### src/rtl/uart_txrx.sv
// Full-duplex 8N1 UART: independent receiver and transmitter with a fixed baud divisor.
// Define UART_ECHO_EN to loop every valid received byte back into the transmitter.
module uart_txrx #(
   parameter int clks_per_bit = 217
) (
   input  logic       i_clock,
   input  logic       i_rst_n,
   input  logic       i_rx_uart,
   output logic       o_rx_dv,
   output logic [7:0] o_rx_byte,
   input  logic       i_tx_dv,
   input  logic [7:0] i_tx_byte,
   output logic       o_tx_uart,
   output logic       o_tx_active,
   output logic       o_tx_done
);
   localparam int CW = $clog2(clks_per_bit) + 1;
   localparam logic [CW-1:0] BIT_LAST = CW'(clks_per_bit - 1);
   localparam logic [CW-1:0] HALF_BIT = CW'((clks_per_bit - 1) / 2);

   typedef enum logic [2:0] {S_IDLE, S_START, S_DATA, S_STOP, S_CLEANUP} state_e;

   state_e          rx_state_q, rx_state_d;
   logic [CW-1:0]   rx_cnt_q, rx_cnt_d;
   logic [2:0]      rx_idx_q, rx_idx_d;
   logic [7:0]      rx_shift_q, rx_shift_d;
   logic [7:0]      rx_byte_q, rx_byte_d;
   logic            rx_dv_q, rx_dv_d;
   logic            rx_meta_q, rx_sync_q;

   state_e          tx_state_q, tx_state_d;
   logic [CW-1:0]   tx_cnt_q, tx_cnt_d;
   logic [2:0]      tx_idx_q, tx_idx_d;
   logic [7:0]      tx_data_q, tx_data_d;
   logic            tx_serial_q, tx_serial_d;
   logic            tx_active_q, tx_active_d;
   logic            tx_done_q, tx_done_d;

   logic            tx_start;
   logic [7:0]      tx_byte;

`ifdef UART_ECHO_EN
   assign tx_start = rx_dv_q;
   assign tx_byte  = rx_byte_q;
`else
   assign tx_start = i_tx_dv;
   assign tx_byte  = i_tx_byte;
`endif

   always_ff @(posedge i_clock or negedge i_rst_n) begin
      if (!i_rst_n) begin
         rx_meta_q  <= 1'b1;
         rx_sync_q  <= 1'b1;
         rx_state_q <= S_IDLE;
         rx_cnt_q   <= '0;
         rx_idx_q   <= '0;
         rx_shift_q <= '0;
         rx_byte_q  <= '0;
         rx_dv_q    <= 1'b0;
      end else begin
         rx_meta_q  <= i_rx_uart;
         rx_sync_q  <= rx_meta_q;
         rx_state_q <= rx_state_d;
         rx_cnt_q   <= rx_cnt_d;
         rx_idx_q   <= rx_idx_d;
         rx_shift_q <= rx_shift_d;
         rx_byte_q  <= rx_byte_d;
         rx_dv_q    <= rx_dv_d;
      end
   end

   always_comb begin
      rx_state_d = rx_state_q;
      rx_cnt_d   = rx_cnt_q;
      rx_idx_d   = rx_idx_q;
      rx_shift_d = rx_shift_q;
      rx_byte_d  = rx_byte_q;
      rx_dv_d    = 1'b0;
      case (rx_state_q)
         S_IDLE: begin
            rx_cnt_d = '0;
            rx_idx_d = '0;
            if (!rx_sync_q) rx_state_d = S_START;
         end
         S_START: begin
            // A start bit that is no longer low at its midpoint is a glitch.
            if (rx_cnt_q == HALF_BIT) begin
               rx_cnt_d   = '0;
               rx_state_d = rx_sync_q ? S_IDLE : S_DATA;
            end else begin
               rx_cnt_d = rx_cnt_q + CW'(1);
            end
         end
         S_DATA: begin
            if (rx_cnt_q < BIT_LAST) begin
               rx_cnt_d = rx_cnt_q + CW'(1);
            end else begin
               rx_cnt_d             = '0;
               rx_shift_d[rx_idx_q] = rx_sync_q;
               if (rx_idx_q == 3'd7) rx_state_d = S_STOP;
               else                  rx_idx_d   = rx_idx_q + 3'd1;
            end
         end
         S_STOP: begin
            if (rx_cnt_q < BIT_LAST) begin
               rx_cnt_d = rx_cnt_q + CW'(1);
            end else begin
               rx_cnt_d = '0;
               if (rx_sync_q) begin
                  rx_dv_d    = 1'b1;
                  rx_byte_d  = rx_shift_q;
                  rx_state_d = S_CLEANUP;
               end else begin
                  rx_state_d = S_IDLE;
               end
            end
         end
         default: rx_state_d = S_IDLE;
      endcase
   end

   always_ff @(posedge i_clock or negedge i_rst_n) begin
      if (!i_rst_n) begin
         tx_state_q  <= S_IDLE;
         tx_cnt_q    <= '0;
         tx_idx_q    <= '0;
         tx_data_q   <= '0;
         tx_serial_q <= 1'b1;
         tx_active_q <= 1'b0;
         tx_done_q   <= 1'b0;
      end else begin
         tx_state_q  <= tx_state_d;
         tx_cnt_q    <= tx_cnt_d;
         tx_idx_q    <= tx_idx_d;
         tx_data_q   <= tx_data_d;
         tx_serial_q <= tx_serial_d;
         tx_active_q <= tx_active_d;
         tx_done_q   <= tx_done_d;
      end
   end

   always_comb begin
      tx_state_d  = tx_state_q;
      tx_cnt_d    = tx_cnt_q;
      tx_idx_d    = tx_idx_q;
      tx_data_d   = tx_data_q;
      tx_active_d = tx_active_q;
      tx_done_d   = 1'b0;
      case (tx_state_q)
         S_IDLE: begin
            tx_cnt_d = '0;
            tx_idx_d = '0;
            if (tx_start) begin
               tx_data_d   = tx_byte;
               tx_active_d = 1'b1;
               tx_state_d  = S_START;
            end
         end
         S_START: begin
            if (tx_cnt_q < BIT_LAST) tx_cnt_d = tx_cnt_q + CW'(1);
            else begin
               tx_cnt_d   = '0;
               tx_state_d = S_DATA;
            end
         end
         S_DATA: begin
            if (tx_cnt_q < BIT_LAST) begin
               tx_cnt_d = tx_cnt_q + CW'(1);
            end else begin
               tx_cnt_d = '0;
               if (tx_idx_q == 3'd7) tx_state_d = S_STOP;
               else                  tx_idx_d   = tx_idx_q + 3'd1;
            end
         end
         S_STOP: begin
            if (tx_cnt_q < BIT_LAST) begin
               tx_cnt_d = tx_cnt_q + CW'(1);
            end else begin
               tx_cnt_d    = '0;
               tx_done_d   = 1'b1;
               tx_active_d = 1'b0;
               tx_state_d  = S_CLEANUP;
            end
         end
         default: tx_state_d = S_IDLE;
      endcase
      // The line level is registered from the next state so it changes glitch-free.
      case (tx_state_d)
         S_START: tx_serial_d = 1'b0;
         S_DATA:  tx_serial_d = tx_data_d[tx_idx_d];
         default: tx_serial_d = 1'b1;
      endcase
   end

   assign o_rx_dv     = rx_dv_q;
   assign o_rx_byte   = rx_byte_q;
   assign o_tx_uart   = tx_serial_q;
   assign o_tx_active = tx_active_q;
   assign o_tx_done   = tx_done_q;

endmodule

### config.mk
export PLATFORM = sky130hd
export DESIGN_NAME = uart_txrx
export DESIGN_NICKNAME = d
export VERILOG_FILES = /design/src/rtl/uart_txrx.sv
export SDC_FILE = /design/constraint.sdc
export NUM_CORES = 1
export LEC_CHECK = 0
export ABC_CLOCK_PERIOD_IN_PS = 5200
export CORE_MARGIN = 5
export CORE_UTILIZATION = 62
export DETAILED_ROUTE_END_ITERATION = 8
export PLACE_DENSITY = 0.83
export REMOVE_ABC_BUFFERS = 1
export SYNTH_ARGS = -nofsm -noshare
export SYNTH_HDL_FRONTEND = slang
export SYNTH_SLANG_ARGS = --single-unit
### constraint.sdc
create_clock -name i_clock -period 5.2 [get_ports i_clock]
set_input_delay 0.78 -clock i_clock [delete_from_list [all_inputs] [get_ports i_clock]]
set_output_delay 0.78 -clock i_clock [all_outputs]
set_load 0.01 [all_outputs]
==> insert_results.sql, run 1 <==
INSERT INTO impl_metrics (metric_group, metric, value, unit) VALUES
('outcome', 'outcome', 'completed', ''),
('place', 'io_buffer_count', '23', ''),
('clock_tree', 'clk_pin_slew_worst_paths', '0.06', 'ns'),
('clock_tree', 'clock_tree_from_tritoncts', 'yes', ''),
('global_routing', 'grt_first_pass_wirelength', '9991', 'µm'),
('place', 'place.detailed.instances', '343', ''),
('clock_tree', 'clk_latency', '0.34', 'ns'),
('route', 'drtAntennaViolNets', '0', ''),
('floorplan', 'design.portCount', '24', ''),
('run', 'max_cap_viol_count', '0', ''),
('power_and_ir_drop', 'finalPower', '0.001081', 'W'),
('logic_synthesis', 'synthSimpleGateAreaFrac', '0.1664', ''),
('power_and_ir_drop', 'pwr_density_cell', '318.5', 'mW/mm²'),
('cells_and_area', 'postLayoutCoreUtil', '0.7281', ''),
('floorplan', 'die-area', '0.006220', 'mm²'),
('global_routing', 'grt_antenna_before_repair', '0', ''),
('logic_synthesis', 'seq_area_frac_synth', '0.5119', ''),
('logic_synthesis', 'post_synth_fa_ha_maj_area_fraction', '0.02553', ''),
('logic_synthesis', 'synth_compound_area_frac', '0.1455', ''),
('logic_synthesis', 'synth_ff_type', 'sky130_fd_sc_hd__dfrtp_1', ''),
('logic_synthesis', 'yosys_register_bits', '60', ''),
('sta', 'setup_tns', '0', 'ns'),
('logic_synthesis', 'number_of_cells_produced_by_synthesis', '277', ''),
('worst_setup_path', 'critical_path.max_fanout', '10', ''),
('route', 'drt-initial-drc-count', '125', ''),
('sta', 'number_of_hold_violations_in_the_final_report', '0', ''),
('logic_synthesis', 'synthXorXnorAreaFrac', '0.01191', ''),
('floorplan', 'starting_density_of_the_core', '0.6309', ''),
('global_routing', 'grt_max_degree', '61', ''),
('sta', 'worstMarginPinSlew', '0.8694', 'ns'),
('route', 'route.detailed.drc', '0', ''),
('min_path', 'timing.hold.worst.class', 'register to register', ''),
('cells_and_area', 'final_cells', '357', ''),
('logic_synthesis', 'synthDistinctLibCells', '54', ''),
('route', 'via_count', '2186', ''),
('sta', 'fin_crit_sh', '0.5607', ''),
('clock_tree', 'clockRootBuffer', 'sky130_fd_sc_hd__clkbuf_8', ''),
('clock_tree', 'number_of_hold_repair_buffers_added_at_the_cts_stage', '0', ''),
('sta', 'finalClockSkew', '0.003940', 'ns'),
('cells_and_area', 'nets_final', '318', ''),
('sta', 'finalSetupViolations', '0', ''),
('global_routing', 'global_route.usage.total', '0.2070', ''),
('clock_tree', 'numCtsBuffers', '9', ''),
('floorplan', 'die_x', '78.87', 'µm'),
('worst_setup_path', 'required_time_worst_endpoint', '5.46', 'ns'),
('place', 'finalWeightedCongestion', '0.7865', ''),
('route', 'drt_total_wl', '5688', 'µm'),
('clock_tree', 'postCtsSetupBuffers', '0', ''),
('sta', 'max_slew_margin', '0.4192', ''),
('route', 'wire_per_inst', '15.93', 'µm'),
('global_routing', 'grt-ovfl-total', '0', ''),
('logic_synthesis', 'netlist_area', '0.002940', 'mm²'),
('logic_synthesis', 'largest_family_of_logic_cells_by_synthesized_area', 'simple AND/OR/NAND/NOR gates', ''),
('clock_tree', 'cts-root-to-sink-buffers', '2', ''),
('power_and_ir_drop', 'power.leakage', '1.468', 'nW'),
('floorplan', 'row_count', '25', ''),
('logic_synthesis', 'portion_of_netlist_area_occupied_by_mux_cells', '0.1094', ''),
('sta', 'rsz_0062_raised_after_global_routing', 'false', ''),
('worst_setup_path', 'crit_type', 'input pin to register', ''),
('place', 'dp_hpwl', '3804', 'µm'),
('route', 'firstDrtPassIters', '5', ''),
('logic_synthesis', 'async_flop_share', '1.000', ''),
('logic_synthesis', 'yosysWarnings', '0', ''),
('sta', 'final.min_clock_period', '2.916', 'ns'),
('global_routing', 'number_of_global_route_vias_before_repair', '2221', ''),
('cells_and_area', 'number_of_diodes', '0', ''),
('power_and_ir_drop', 'worst_ir_drop_vdd', '252.5', 'µV'),
('worst_setup_path', 'timing.critical_path.to_type', 'register', ''),
('sta', 'report.final.slew_viol_count', '0', ''),
('floorplan', 'core_area', '0.004661', 'mm²'),
('clock_tree', 'cts_repair_resize_count', '0', ''),
('cells_and_area', 'layout-drive-gt1-share', '0.1782', ''),
('cells_and_area', 'fill_cells', '311', ''),
('worst_setup_path', 'cp-start-kind', 'input pin', ''),
('logic_synthesis', 'synth_edf_count', '0', ''),
('worst_setup_path', 'critPathArrivalTime', '3.18', 'ns'),
('route', 'post_drt_via_cell_ratio', '6.123', ''),
('logic_synthesis', 'syn_area_per_cell', '10.61', 'µm²'),
('sta', 'max_freq', '343.0', 'MHz'),
('cells_and_area', 'synthToLayoutAreaGrowth', '15.40', '%'),
('clock_tree', 'cts_num_sinks', '60', ''),
('clock_tree', 'htree_num_levels', '3', ''),
('floorplan', 'die_h', '78.87', 'µm');
-- cell usage after synthesis (2+ instances only) --
| master | number | area (µm²) |
|---|---|---|
| sky130_fd_sc_hd__a21oi_1 | 4 | 20.02 |
| sky130_fd_sc_hd__o211ai_1 | 2 | 15.01 |
| sky130_fd_sc_hd__inv_1 | 8 | 30.03 |
| sky130_fd_sc_hd__nor3b_1 | 2 | 15.01 |
| sky130_fd_sc_hd__and2_1 | 2 | 12.51 |
| sky130_fd_sc_hd__nor3_1 | 7 | 35.03 |
| sky130_fd_sc_hd__mux2_2 | 25 | 281.5 |
| sky130_fd_sc_hd__buf_2 | 3 | 15.01 |
| sky130_fd_sc_hd__a31oi_1 | 5 | 31.28 |
| sky130_fd_sc_hd__nand3_1 | 10 | 50.05 |
| sky130_fd_sc_hd__nand4_1 | 2 | 12.51 |
| sky130_fd_sc_hd__o21ai_0 | 24 | 120.1 |
| sky130_fd_sc_hd__o31ai_1 | 2 | 15.01 |
| sky130_fd_sc_hd__nor2b_1 | 4 | 25.02 |
| sky130_fd_sc_hd__dfrtp_1 | 57 | 1426 |
| sky130_fd_sc_hd__mux2i_1 | 4 | 40.04 |
| sky130_fd_sc_hd__nand2_1 | 19 | 71.32 |
| sky130_fd_sc_hd__xor2_1 | 2 | 17.52 |
| sky130_fd_sc_hd__or2_2 | 4 | 25.02 |
| sky130_fd_sc_hd__a311oi_1 | 3 | 26.28 |
| sky130_fd_sc_hd__nor4_1 | 2 | 12.51 |
| sky130_fd_sc_hd__xnor2_1 | 2 | 17.52 |
| sky130_fd_sc_hd__nand2b_1 | 3 | 18.77 |
| sky130_fd_sc_hd__dfstp_2 | 3 | 78.83 |
| sky130_fd_sc_hd__clkbuf_1 | 7 | 26.28 |
| sky130_fd_sc_hd__and3_1 | 4 | 25.02 |
| sky130_fd_sc_hd__a22oi_1 | 3 | 22.52 |
| sky130_fd_sc_hd__ha_1 | 6 | 75.07 |
| sky130_fd_sc_hd__a21o_1 | 2 | 15.01 |
| sky130_fd_sc_hd__nor2_1 | 32 | 120.1 |
-- cells in the final DEF (no fill, tap or decap), types with 3 or more instances in the layout --
master | synthesis | final
sky130_fd_sc_hd__a21oi_1 | 4 | 4
sky130_fd_sc_hd__a22oi_1 | 3 | 3
sky130_fd_sc_hd__a311oi_1 | 3 | 3
sky130_fd_sc_hd__a31oi_1 | 5 | 5
sky130_fd_sc_hd__and3_1 | 4 | 4
sky130_fd_sc_hd__clkbuf_8 | 0 | 13
sky130_fd_sc_hd__clkdlybuf4s50_1 | 0 | 22
sky130_fd_sc_hd__dfrtp_1 | 57 | 57
sky130_fd_sc_hd__dfstp_2 | 3 | 3
sky130_fd_sc_hd__ha_1 | 6 | 6
sky130_fd_sc_hd__inv_1 | 8 | 8
sky130_fd_sc_hd__mux2_2 | 25 | 25
sky130_fd_sc_hd__mux2i_1 | 4 | 4
sky130_fd_sc_hd__nand2_1 | 19 | 19
sky130_fd_sc_hd__nand2b_1 | 3 | 3
sky130_fd_sc_hd__nand3_1 | 10 | 10
sky130_fd_sc_hd__nor2_1 | 32 | 32
sky130_fd_sc_hd__nor2b_1 | 4 | 4
sky130_fd_sc_hd__nor3_1 | 7 | 7
sky130_fd_sc_hd__o21ai_0 | 24 | 24
sky130_fd_sc_hd__or2_2 | 4 | 4
-- path summary, 6_finish.rpt --
path | slack [ns] | startpoint | depth (start not counted) | end
worst max-delay path | 2.28 | i_tx_dv | 7 | o_tx_uart
worst min-delay path | 0.37 | rx_meta_q | 0 | rx_sync_q
worst max register to register | 2.41 | tx_idx_q[0] | 7 | o_tx_uart
worst min register to register | 0.37 | rx_meta_q | 0 | rx_sync_q
max in group asynchronous | 4.14 | i_rst_n | 2 | tx_cnt_q[7]
min in group asynchronous | 0.58 | i_rst_n | 2 | rx_cnt_q[7]
-- per-layer routing --
layer | up-vias | wire length, µm | GRT usage
met5 | - | 0 | 0
met4 | 0 | 136 | 0.1031
met3 | 15 | 218 | 0.05329
met2 | 46 | 2810 | 0.3362
met1 | 1081 | 2522 | 0.2569
li1 | 1044 | - | -
-- critical path, stage by stage --
cell,delay [ns]
sky130_fd_sc_hd__clkdlybuf4s50_1,0.46
sky130_fd_sc_hd__nor2b_1,0.20
sky130_fd_sc_hd__and2_1,0.44
sky130_fd_sc_hd__mux2_2,0.40
sky130_fd_sc_hd__mux2_2,0.26
sky130_fd_sc_hd__a221o_1,0.32
sky130_fd_sc_hd__o31a_1,0.31
-- through the flow --
stage | hold WS, ns | instance area, µm² | setup slack, ns
floorplan | 0.3452 | 2884 | 2.658
global placement | 0.3551 | 3184 | 2.104
detailed placement | 0.3557 | 3184 | 2.029
CTS | 0.3646 | 3393 | 2.288
global route | 0.3725 | 3393 | 2.203
finish | 0.3677 | 3393 | 2.284
-- power breakdown --
part           leakage (nW)  internal (W)  switching (W)
combinational         0.575     0.0000490      0.0000537
sequential            0.786      0.000499      0.0000409
clock                 0.108      0.000268       0.000169
total                  1.47      0.000817       0.000264
-- registers in the layout, indices dropped and copies added (netlist names) --
name / cells
rx_cnt_q: 9
tx_cnt_q: 9
o_tx_uart: 1
tx_data_q: 8
tx_idx_q: 3
o_tx_done: 1
rx_state_q: 3
o_tx_active: 1
tx_state_q: 3
o_rx_byte: 8
o_rx_dv: 1
rx_shift_q: 8
rx_idx_q: 3
rx_meta_q: 1
rx_sync_q: 1
-- area by class of cell --
type                            count  area (µm²)  area share
Multi-Input combinational cell    197        1349      0.3975
Timing Repair Buffer               24       232.7     0.06858
Inverter                            8       30.03    0.008850
Clock inverter                      1       30.03    0.008850
Sequential cell                    60        1505      0.4436
Clock buffer                       13       178.9     0.05273
Tap cell                           54       67.56     0.01991
-- cell families (layout without fill, tap and decap cells) --
group	count (synthesis)	in the layout
XOR/XNOR	4	4
AO/OA/AOI/OAI	59	59
flip-flops	60	60
adder cells (fa/ha/maj)	6	6
AND/OR/NAND/NOR	99	99
buffers and inverters	20	46
multiplexers	29	29
Note: power is estimated with default switching activity, not from simulation.
==> run 2: changes to the inputs <==
--- a/config.mk
+++ b/config.mk
@@ -5,11 +5,11 @@
 export SDC_FILE = /design/constraint.sdc
 export NUM_CORES = 1
 export LEC_CHECK = 0
-export ABC_CLOCK_PERIOD_IN_PS = 5200
+export ABC_CLOCK_PERIOD_IN_PS = 2400
 export CORE_MARGIN = 5
-export CORE_UTILIZATION = 62
+export CORE_UTILIZATION = 52
 export DETAILED_ROUTE_END_ITERATION = 8
-export PLACE_DENSITY = 0.83
+export PLACE_DENSITY = 0.74
 export REMOVE_ABC_BUFFERS = 1
 export SYNTH_ARGS = -nofsm -noshare
 export SYNTH_HDL_FRONTEND = slang
==> constraint.sdc (replaced) <==
create_clock -name i_clock -period 2.4 [get_ports i_clock]
set_input_delay 0.36 -clock i_clock [delete_from_list [all_inputs] [get_ports i_clock]]
set_output_delay 0.36 -clock i_clock [all_outputs]
set_load 0.01 [all_outputs]
==> insert_results.sql, run 2 (synthesis results as in run 1) <==
INSERT INTO impl_metrics (metric_group, metric, value, unit) VALUES
('outcome', 'outcome', 'completed', ''),
('global_routing', 'grt_antenna_before_repair', '0', ''),
('route', 'via_count', '2170', ''),
('sta', 'finalSetupViolations', '0', ''),
('sta', 'final.min_clock_period', '2.319', 'ns'),
('worst_setup_path', 'cp-start-kind', 'register', ''),
('place', 'finalWeightedCongestion', '0.8778', ''),
('power_and_ir_drop', 'sequentialPowerShare', '0.508', ''),
('global_routing', 'grt-ovfl-total', '0', ''),
('cells_and_area', 'number_of_diodes', '0', ''),
('cells_and_area', 'mostFrequentLayoutCells', 'sky130_fd_sc_hd__dfrtp_1, sky130_fd_sc_hd__nor2_1, sky130_fd_sc_hd__mux2_2', ''),
('clock_tree', 'postCtsSetupBuffers', '0', ''),
('clock_tree', 'numCtsBuffers', '9', ''),
('cells_and_area', 'finish.instance_area', '0.003515', 'mm²'),
('power_and_ir_drop', 'power.share.switching', '0.2531', ''),
('route', 'drt_total_wl', '5624', 'µm'),
('clock_tree', 'clk_latency', '0.34', 'ns'),
('floorplan', 'starting_density_of_the_core', '0.5340', ''),
('route', 'wire_per_inst', '14.38', 'µm'),
('worst_setup_path', 'critPathArrivalTime', '2.58', 'ns'),
('cells_and_area', 'most_common_library_cell_in_the_layout_ignoring_fill_and_taps', 'sky130_fd_sc_hd__dfrtp_1', ''),
('place', 'dp_hpwl', '3998', 'µm'),
('floorplan', 'die_h', '85.20', 'µm'),
('sta', 'report.final.slew_viol_count', '0', ''),
('worst_setup_path', 'reg2reg_slack', '0.08', 'ns'),
('clock_tree', 'htree_num_levels', '3', ''),
('clock_tree', 'cts_repair_resize_count', '0', ''),
('sta', 'worstMarginPinSlew', '0.6249', 'ns'),
('worst_setup_path', 'worst_r2r_endpoint', 'o_tx_uart', ''),
('sta', 'fin_crit_sh', '0.9664', ''),
('sta', 'fin_ws', '0.08063', 'ns'),
('route', 'post_drt_via_cell_ratio', '5.550', ''),
('power_and_ir_drop', 'pwr_density_cell', '656.0', 'mW/mm²'),
('clock_tree', 'clk_pin_slew_worst_paths', '0.07', 'ns'),
('clock_tree', 'number_of_hold_repair_buffers_added_at_the_cts_stage', '0', ''),
('sta', 'number_of_hold_violations_in_the_final_report', '0', ''),
('sta', 'rsz_0062_raised_after_global_routing', 'false', ''),
('global_routing', 'grt_max_degree', '29', ''),
('clock_tree', 'cts-root-to-sink-buffers', '2', ''),
('cells_and_area', 'nets_final', '332', ''),
('sta', 'finalClockSkew', '0.01067', 'ns'),
('place', 'dp_slack', '-0.1637', 'ns'),
('route', 'drt-initial-drc-count', '95', ''),
('worst_setup_path', 'crit_type', 'register to register', ''),
('route', 'route.detailed.drc', '0', ''),
('global_routing', 'grt_first_pass_wirelength', '10180', 'µm'),
('power_and_ir_drop', 'cell_internal_power_dissipation', '0.001722', 'W'),
('floorplan', 'die-area', '0.007258', 'mm²'),
('route', 'drtAntennaViolNets', '0', ''),
('place', 'detailed_place.area', '0.003312', 'mm²'),
('power_and_ir_drop', 'pwr-share-clk', '0.394', ''),
('sta', 'max_slew_margin', '0.5834', ''),
('power_and_ir_drop', 'worst_ir_drop_vdd', '568.8', 'µV'),
('cells_and_area', 'synthToLayoutAreaGrowth', '19.53', '%'),
('floorplan', 'core_area', '0.005507', 'mm²'),
('power_and_ir_drop', 'combinationalPowerShare', '0.098', ''),
('cells_and_area', 'layout_top_registers', 'rx_cnt_q (9), tx_cnt_q (9)', ''),
('place', 'io_buffer_count', '23', ''),
('cells_and_area', 'layout-drive-gt1-share', '0.2163', ''),
('global_routing', 'global_route.usage.total', '0.1748', ''),
('power_and_ir_drop', 'power_switching', '0.0005835', 'W'),
('worst_setup_path', 'worstRegToRegCells', '7', ''),
('clock_tree', 'clockRootBuffer', 'sky130_fd_sc_hd__clkbuf_8', ''),
('sta', 'setup_tns', '0', 'ns'),
('power_and_ir_drop', 'power.leakage', '1.539', 'nW'),
('worst_setup_path', 'critical_path.max_fanout', '2', ''),
('worst_setup_path', 'worstReg2RegStart', 'tx_idx_q[0]', ''),
('route', 'firstDrtPassIters', '4', ''),
('worst_setup_path', 'timing.critical_path.to_type', 'register', ''),
('worst_setup_path', 'required_time_worst_endpoint', '2.66', 'ns'),
('min_path', 'timing.hold.worst.class', 'input pin to async pin', ''),
('global_routing', 'number_of_global_route_vias_before_repair', '2155', ''),
('clock_tree', 'cts_num_sinks', '60', ''),
('floorplan', 'die_x', '85.20', 'µm'),
('power_and_ir_drop', 'finalPower', '0.002306', 'W'),
('run', 'max_cap_viol_count', '0', ''),
('floorplan', 'design.portCount', '24', ''),
('clock_tree', 'clock_tree_from_tritoncts', 'yes', ''),
('sta', 'max_freq', '431.2', 'MHz'),
('floorplan', 'row_count', '27', '');
==> run 2: changes by cell type in the layout (fill, tap and decap cells not counted) <==
| cell | before | now |
|---|---|---|
| sky130_fd_sc_hd__clkbuf_8 | 13 | 11 |
| sky130_fd_sc_hd__buf_4 | 1 | 15 |
| sky130_fd_sc_hd__clkbuf_1 | 0 | 1 |
| sky130_fd_sc_hd__clkinvlp_4 | 0 | 1 |
| sky130_fd_sc_hd__clkinv_2 | 0 | 2 |
==> run 2: metrics by stage <==
step	utilization	instances	hold WS, ns
floorplan	-	265	0.06441
global placement	0.6015	375	0.3547
detailed placement	0.6015	375	0.3481
CTS	0.6383	391	0.03430
global route	0.6383	391	0.06862
finish	0.6383	391	0.03273
==> run 2: critical path, stage by stage, from the launching register on <==
cell                       delay (ns)
sky130_fd_sc_hd__dfrtp_1         0.38
sky130_fd_sc_hd__ha_1            0.21
sky130_fd_sc_hd__and2_1          0.15
sky130_fd_sc_hd__or3_4           0.35
sky130_fd_sc_hd__o211ai_4        0.20
sky130_fd_sc_hd__mux2_2          0.35
sky130_fd_sc_hd__a221o_1         0.32
sky130_fd_sc_hd__o31a_1          0.29
==> run 2: worst max path at each step <==
stage,from,end,slack [ns],depth (start not counted)
CTS,tx_idx_q[0],o_tx_uart,0.08,7
global route,tx_idx_q[0],o_tx_uart,0.02,7
finish,tx_idx_q[0],o_tx_uart,0.08,7
floorplan,tx_idx_q[0],o_tx_uart,-0.14,7
global placement,i_tx_dv,o_tx_uart,-0.08,7
detailed placement,i_tx_dv,o_tx_uart,-0.16,7
==> run 2: routing by layer <==
layer  GRT usage  up-vias  part of all wire
met5           0        -                 0
met4     0.05612        0             0.017
met1      0.2242     1051              0.46
met2      0.2797       39              0.48
met3     0.05825       12             0.041
li1            -     1068                 -
==> run 2: area by class of cell <==
class	count	area (µm²)
tap	72	90.09
inverter	8	30.03
timing repair buffer	38	337.8
sequential	60	1505
fill	451	1992
clock inverter	4	47.55
clock buffer	12	155.1
multi-input combinational	197	1349
==> run 2: power groups by stage <==
stage,sequential [W],combinational (W),clock (W)
after floorplan,0.00117,0.000153,0
after global placement,0.00118,0.000221,0
after detailed placement,0.00119,0.000230,0
after CTS,0.00117,0.000229,0.000935
after global routing,0.00118,0.000260,0.000985
final,0.00117,0.000227,0.000909
